[src/rtl/alu_result_fifo.sv]
// alu_result_fifo: result/flag FIFO sitting behind the combinational ALU.
// Stores {data, neg, pos, zero} per entry, valid/ready on both sides,
// first-word-fall-through head presentation.
// Optional feature: define ALU_FLAG_CHECK_EN to build the sticky flag
// consistency checker behind flag_err; otherwise flag_err is tied low.
module alu_result_fifo #(
  parameter int WIDTH = 8,
  parameter int DEPTH = 4
) (
  input  logic                       clk,
  input  logic                       rst_n,
  input  logic                       in_valid,
  output logic                       in_ready,
  input  logic [WIDTH-1:0]           in_data,
  input  logic                       in_neg,
  input  logic                       in_pos,
  input  logic                       in_zero,
  output logic                       out_valid,
  input  logic                       out_ready,
  output logic [WIDTH-1:0]           out_data,
  output logic                       out_neg,
  output logic                       out_pos,
  output logic                       out_zero,
  output logic [$clog2(DEPTH+1)-1:0] count,
  output logic                       full,
  output logic                       empty,
  output logic                       flag_err
);

  localparam int PTR_W = $clog2(DEPTH);
  localparam int CNT_W = $clog2(DEPTH+1);
  localparam int ENT_W = WIDTH + 3;

  localparam logic [PTR_W-1:0] PTR_LAST = PTR_W'(DEPTH - 1);
  localparam logic [CNT_W-1:0] CNT_FULL = CNT_W'(DEPTH);

  logic [ENT_W-1:0] mem [DEPTH];
  logic [PTR_W-1:0] wr_ptr;
  logic [PTR_W-1:0] rd_ptr;
  logic [CNT_W-1:0] cnt_q;
  logic [ENT_W-1:0] head;
  logic             push;
  logic             pop;

  // Wrap by explicit compare so non-power-of-two depths work.
  function automatic logic [PTR_W-1:0] ptr_inc(input logic [PTR_W-1:0] p);
    return (p == PTR_LAST) ? '0 : p + PTR_W'(1);
  endfunction

  // Status comes only from the occupancy register, so no input reaches
  // in_ready/out_valid combinationally. A pop while full does not open
  // in_ready in the same cycle.
  assign full      = (cnt_q == CNT_FULL);
  assign empty     = (cnt_q == '0);
  assign in_ready  = !full;
  assign out_valid = !empty;
  assign count     = cnt_q;

  assign push = in_valid && !full;
  assign pop  = out_ready && !empty;

  // Entry storage; contents are not reset, the pointers define validity.
  always_ff @(posedge clk) begin
    if (push) begin
      mem[wr_ptr] <= {in_data, in_neg, in_pos, in_zero};
    end
  end

  // Write and read pointers.
  always_ff @(posedge clk or negedge rst_n) begin
    if (!rst_n) begin
      wr_ptr <= '0;
      rd_ptr <= '0;
    end else begin
      if (push) wr_ptr <= ptr_inc(wr_ptr);
      if (pop)  rd_ptr <= ptr_inc(rd_ptr);
    end
  end

  // Occupancy: simultaneous push and pop leave it unchanged.
  always_ff @(posedge clk or negedge rst_n) begin
    if (!rst_n) begin
      cnt_q <= '0;
    end else begin
      case ({push, pop})
        2'b10:   cnt_q <= cnt_q + CNT_W'(1);
        2'b01:   cnt_q <= cnt_q - CNT_W'(1);
        default: cnt_q <= cnt_q;
      endcase
    end
  end

  // Head presentation, forced to zero while empty so stale storage never leaks.
  always_comb begin
    head = mem[rd_ptr];
    if (empty) begin
      out_data = '0;
      out_neg  = 1'b0;
      out_pos  = 1'b0;
      out_zero = 1'b0;
    end else begin
      out_data = head[ENT_W-1:3];
      out_neg  = head[2];
      out_pos  = head[1];
      out_zero = head[0];
    end
  end

`ifdef ALU_FLAG_CHECK_EN
  logic flag_bad;
  logic err_q;
  logic one_hot;
  logic data_zero;

  // Flags must be exactly one-hot and agree with the sign/zero of the data.
  always_comb begin
    data_zero = (in_data == '0);
    one_hot   = ({in_neg, in_pos, in_zero} == 3'b100) ||
                ({in_neg, in_pos, in_zero} == 3'b010) ||
                ({in_neg, in_pos, in_zero} == 3'b001);
    flag_bad  = !one_hot ||
                (in_zero != data_zero) ||
                (in_neg != (in_data[WIDTH-1] && !data_zero));
  end

  // Sticky error, only evaluated on accepted pushes; the entry is kept as-is.
  always_ff @(posedge clk or negedge rst_n) begin
    if (!rst_n) begin
      err_q <= 1'b0;
    end else if (push && flag_bad) begin
      err_q <= 1'b1;
    end
  end

  assign flag_err = err_q;
`else
  assign flag_err = 1'b0;
`endif

endmodule

[config.mk]
export PLATFORM = sky130hd
export DESIGN_NAME = alu_result_fifo
export DESIGN_NICKNAME = d
export VERILOG_FILES = /design/src/rtl/alu_result_fifo.sv
export SDC_FILE = /design/constraint.sdc
export NUM_CORES = 1
export LEC_CHECK = 0
export CORE_MARGIN = 2
export CORE_UTILIZATION = 40
export CTS_CLUSTER_DIAMETER = 100
export DETAILED_ROUTE_END_ITERATION = 16
export DONT_BUFFER_PORTS = 1
export PLACE_DENSITY_LB_ADDON = 0.2
export SLEW_MARGIN = 5
export SYNTH_ARGS = -nofsm -noshare
export SYNTH_HDL_FRONTEND = slang
export SYNTH_SLANG_ARGS = --single-unit
[constraint.sdc]
create_clock -name clk -period 3.28 [get_ports clk]
set_input_delay 0.656 -clock clk [delete_from_list [all_inputs] [get_ports clk]]
set_output_delay 0.656 -clock clk [all_outputs]
set_load 0.02 [all_outputs]
* Yosys cells after proc, flatten, opt, wreduce, memory -nomap -nowiden *
Memories as Yosys holds them, arrays and structs flattened.
Index checks and enable logic that the tools add are counted.

operators by class
  equal/unequal tests = 5
  add/sub/neg operators = 4
  reductions and logical operators = 6
  muxes and demuxes = 9

operator list
  kind                                                                    count
  8-bit two-way mux                                                       1
  2-bit equality test (second input constant)                             3
  3-bit case mux with 2 select lines                                      1
  1-bit two-way mux                                                       5
  2-bit by 1-bit adder with 2-bit output (second input constant)          2
  2-bit two-way mux                                                       2
  3-bit by 1-bit adder with 3-bit output (second input constant)          1
  3-bit equality test (second input constant)                             1
  3-bit zero test                                                         1
  3-bit by 1-bit subtractor with 3-bit output (second input constant)     1
  2-bit by 1-bit equality test with 1-bit output (second input constant)  1
  1-bit logical AND                                                       2
  1-bit zero test                                                         2
  2-bit nonzero test                                                      1

storage, ports and cells
  RAM bits = 44
  flip-flop bits (word level) = 7
  output and inout port bits = 19
  bits of input ports = 15
  memories kept = 1
  logic and storage cells = 28

memory list
  name  depth  bits a word  rd ports  clocked after Yosys merged registers in  wr ports  line  RTL
  mem   4      11           1         0                                        1         37    logic [ENT_W-1:0] mem [DEPTH];

* Depth between registers and ports, before layout *
  word-level depth = 5
  mapped depth = 11

* Least setup slack after synthesis *
No wires, ideal clock.

  kind = flip-flop to flip-flop
  from = reg cnt_q[0], in the netlist count[0]
  to = reg cnt_q[2], in the netlist count[2]
  setup time = 80 ps
  arrival time = 2171 ps
  clock period less this slack = 2250 ps
  cell stages (with the launch flop) = 12
  path slack = 1030 ps
  cells stage by stage = dfrtp_1 > inv_1 > nand3_1 > inv_1 > nor2b_2 > inv_1 > ha_1 > inv_1 > fa_1 > xor2_1 > nor2_1 > xor2_1

on the way
  longest elaborated chain between the ends = 5
  elaborated cells between the ends (all ways) = 12

RTL lines
  element                                                                                line  RTL
  start, declared                                                                        40    logic [CNT_W-1:0] cnt_q;
  start signal, assigned                                                                 86    2'b10: cnt_q <= cnt_q + CNT_W'(1);
  start signal, assigned                                                                 87    2'b01: cnt_q <= cnt_q - CNT_W'(1);
  start signal, assigned                                                                 88    default: cnt_q <= cnt_q;
  3-bit equality test (*)                                                                53    assign full = (cnt_q == CNT_FULL);
  1-bit zero test (*)                                                                    -
  net in_ready                                                                           13    output logic in_ready,
  1-bit logical AND (*)                                                                  59    assign push = in_valid && !full;
  2-bit by 1-bit equality test with 1-bit output or 2-bit equality test (tied branches)  85    case ({push, pop})
  3-bit case mux with 2 select lines or 2-bit nonzero test (tied branches)               -

Mark *: on every way through the listed nets, which the timed path passes. The rest lies on a longest branch.
A chain may end at the register's enable or synchronous reset.

* Worst setup path after layout *
  from = reg rd_ptr[0]
  to = out out_pos

on the way
  longest elaborated chain between the ends = 2

RTL lines
  element                 line  RTL
  start, declared         39    logic [PTR_W-1:0] rd_ptr;
  start signal, assigned  76    if (pop) rd_ptr <= ptr_inc(rd_ptr);
  memory 4 x 11 bit       -
  1-bit two-way mux       96    if (empty) begin
  end, declared           22    output logic out_pos,

No other way between the ends.

==> impl_metrics.csv <==
group,metric,value,unit
run_status,run_status,"finished, final reports clean",
clocking,h-tree-depth,2,
placed_design,dp.final_hpwl,2180,um
setup_path,critical-path-slowest-cell,"dfrtp_1",
logic_synthesis,syn-num-nets,134,
detailed_routing,route.vias.total,920,
setup_path,critical_path.startpoint,"rd_ptr[0]$_DFFE_PN0P_",
setup_path,setup.worst_path.end_class,"output pin",
logic_synthesis,synth_ff_type,"edfxtp_1",
die,initial_core_util,41.7,%
die,io_pins,34,
timing,setup_tns,0,ns
die,rows,26,
timing,finalSetupViolCount,0,
pwr,cellPowerDensity,952,nW/um^2
pwr,share_clk_of_total_power,19.3,%
final_layout,final_nets,138,
job,drv_cap,0,
logic_synthesis,yosys.area_share.xor_xnor,1.23,%
clocking,ctsRootBufferMaster,"clkbuf_8",
timing,relSlewSlack,56.9,%
placed_design,placement_cell_area,2200,sq um
clocking,post_cts_resize_count,0,
logic_synthesis,syn_area,2140,sq um
setup_path,critical_path.cell_chain,"buf_4 -> mux4_2 -> and2_2",
timing,fmax,0.389,GHz
timing,timing_worst_slew_pin_value,0.647,ns
setup_path,r2r_setup_slack,0.78,ns
final_layout,diodes,0,
clocking,cts_inserted_buffers,5,
logic_synthesis,synth_commonest_cells,"edfxtp_1, and2_1, mux4_2",
setup_path,startpoint_type,"flop",
setup_path,cp_data_required_time,2.62,ns
final_layout,area_of_all_placed_cells_without_fillers,2310,sq um
detailed_routing,drc_violation_count_after_routing,0,
clocking,cts_hold_buf,0,
detailed_routing,final_antenna_net_count,0,
logic_synthesis,synth_top_family_by_area,"multiplexers",
global_route,number_of_global_route_vias_before_repair,1026,
logic_synthesis,synth_edf_count,44,
detailed_routing,detail_route.first_pass.iterations,4,
logic_synthesis,seq_area_frac_synth,69.9,%
logic_synthesis,synth.distinct_cells,23,
global_route,grt_usage,12.5,%
setup_path,reg2reg_from,"count[0]$_DFFE_PN0P_",
clocking,number_of_buffers_inserted_to_repair_setup_after_cts,0,
logic_synthesis,ys_top_cells_by_area,"edfxtp_1, mux4_2, dfrtp_1",
die,die_x,77.2,um
pwr,seq_power_share,45.9,%
detailed_routing,routed_via_density,4.92,
setup_path,worstSetupPathType,"flop to output pin",
logic_synthesis,post-synth-top-area-fraction,61.7,%
detailed_routing,detailedRoute.firstIterationViolations,48,
placed_design,gp_congestion,0.731,
pwr,power.switching,773,uW
die,core,5140,sq um
clocking,tritoncts_clock_tree,"built",
timing,final.min_clock_period,2.57,ns
logic_synthesis,yosysWarningCount,0,
setup_path,critical_path.max_fanout,9,
die,fp.dieArea,5950,sq um
pwr,pwr-share-comb,34.7,%
setup_path,crit_end,"out_pos",
final_layout,final_layout_size_suffix_gt1_share,24.8,%
placed_design,buffer_ports.inserted,0,
logic_synthesis,synth.area.mux_share,14.5,%
clocking,worst_skew_pair.late_latency,0.30,ns
logic_synthesis,synthAdderAreaFrac,4.44,%
detailed_routing,route.final.wire_length,3320,um
timing,timing.final.ws_setup,0.710,ns
global_route,overflow,0,
logic_synthesis,synth-async-reset-ratio,13.7,%
logic_synthesis,synth_area_leader_cell,"edfxtp_1",
final_layout,area_growth,7.95,%
timing,post-route-period-util,78.3,%
clocking,clockBufferDepth,2,
clocking,cts.reportedPaths.clkPinSlew,0.08,ns
clocking,clock-sinks,51,
setup_path,slowest_delay,0.56,ns
logic_synthesis,synth.most_common_cell,"edfxtp_1",
global_route,initial_antenna_violation_count,0,
min_path,path_type_of_the_worst_min_delay_path,"primary input to asynchronous set/reset pin",
logic_synthesis,yosys.area_share.simple,6.66,%
timing,slew_viol_final,0,
logic_synthesis,synth_compound_area_share,0,%
timing,hold_viol_final,0,
pwr,leakage_power,0.000818,uW
timing,fin_skew,0.00864,ns
setup_path,critical_path.reg2reg.endpoint,"count[2]$_DFFE_PN0P_",
timing,rsz0062_at_grt,"no",
pwr,ir_worst_vdd,0.366,mV
global_route,grt_pass1_wl,5440,um
logic_synthesis,synth-seq-cells,51,
die,die_height,77.2,um
detailed_routing,drt-wirelength-per-cell,17.8,um
logic_synthesis,mapped_cells,112,
placed_design,pre_cts_ws,0.801,ns
setup_path,critPathArrivalTime,1.91,ns
pwr,p_int,1430,uW
logic_synthesis,synth.avg_cell_area,19.1,sq um
pwr,swShare,35.1,%
setup_path,worst_r2r_path_depth,11,
global_route,grt_start_max_net_pins,17,
-- worst min path at each step --
stage,from,cells past startpoint,endpoint,slack [ns]
3_3_place_gp,rst_n,0,count[0]$_DFFE_PN0P_,0.36
5_1_grt,rst_n,0,count[2]$_DFFE_PN0P_,0.02
4_1_cts,rst_n,0,count[2]$_DFFE_PN0P_,0.03
3_5_place_dp,rst_n,0,count[2]$_DFFE_PN0P_,0.36
6_report,rst_n,0,count[2]$_DFFE_PN0P_,0.04
2_1_floorplan,rst_n,0,count[0]$_DFFE_PN0P_,0.36
-- critical path: cells and delay by family, from the launching register on --
kind	cells	cell delay (ns)
AND/OR/NAND/NOR	1	0.26
multiplexers	1	0.51
buffers and inverters	1	0.28
flip-flops	1	0.56
-- layer usage --
layer | vias to the layer above | GRT usage, % | part of all wire, %
li1 | 418 | - | -
met1 | 470 | 13.7 | 40
met2 | 25 | 21.7 | 53
met3 | 7 | 4.94 | 5.6
met4 | 0 | 4.82 | 1.7
met5 | - | 0 | 0
-- cell usage in the layout, fill, tap and decap left out, types with 2 or more instances in the layout --
cell type and instances:
dfrtp_1 7, mux4_2 11, mux2_4 2, and2_2 3, nor2_1 3, ha_1 6
clkbuf_8 5, xor2_1 2, and2_1 12, inv_1 8, edfxtp_1 44, mux2_2 2
-- metrics by stage --
| stage | total power (uW) | hold WS [ns] | cells | util (%) |
|---|---|---|---|---|
| 5_1_grt | 2350 | 0.0163 | 187 | 45.0 |
| 6_report | 2200 | 0.0417 | 187 | 45.0 |
| 2_1_floorplan | 1670 | 0.360 | 112 | - |
| 3_3_place_gp | 1790 | 0.361 | 179 | 42.8 |
| 4_1_cts | 2240 | 0.0293 | 187 | 45.0 |
| 3_5_place_dp | 1820 | 0.361 | 179 | 42.8 |
-- kinds of logic (layout without fill, tap and decap cells) --
group | after synthesis | after routing
flops | 51 | 51
simple gates | 22 | 22
mux | 16 | 16
buf+inv | 12 | 17
fa+ha+maj | 7 | 7
xor+xnor | 3 | 3
other cells | 1 | 1
-- power by group through the flow --
stage	Sequential (uW)	Clock (uW)	Combinational (uW)
final	1010	426	765
after global routing	1030	466	847
after CTS	1020	439	789
after detailed placement	1030	0	789
after global placement	1020	0	767
after floorplan	969	0	700
-- flip-flops by register name, indices dropped and copies added (netlist names) --
register,count
count,3
wr_ptr,2
mem,44
rd_ptr,2
-- layout make-up --
cell class / instances / area (sq um)
clock buffers: 5 / 68.8
inverters: 8 / 30.0
repair buffers: 1 / 7.51
flip-flops and latches: 51 / 1500
fillers: 463 / 2830
multi-input cells: 49 / 578
clock inverters: 3 / 42.5
well taps: 70 / 87.6
No activity file was read; power rests on OpenSTA's default activity.
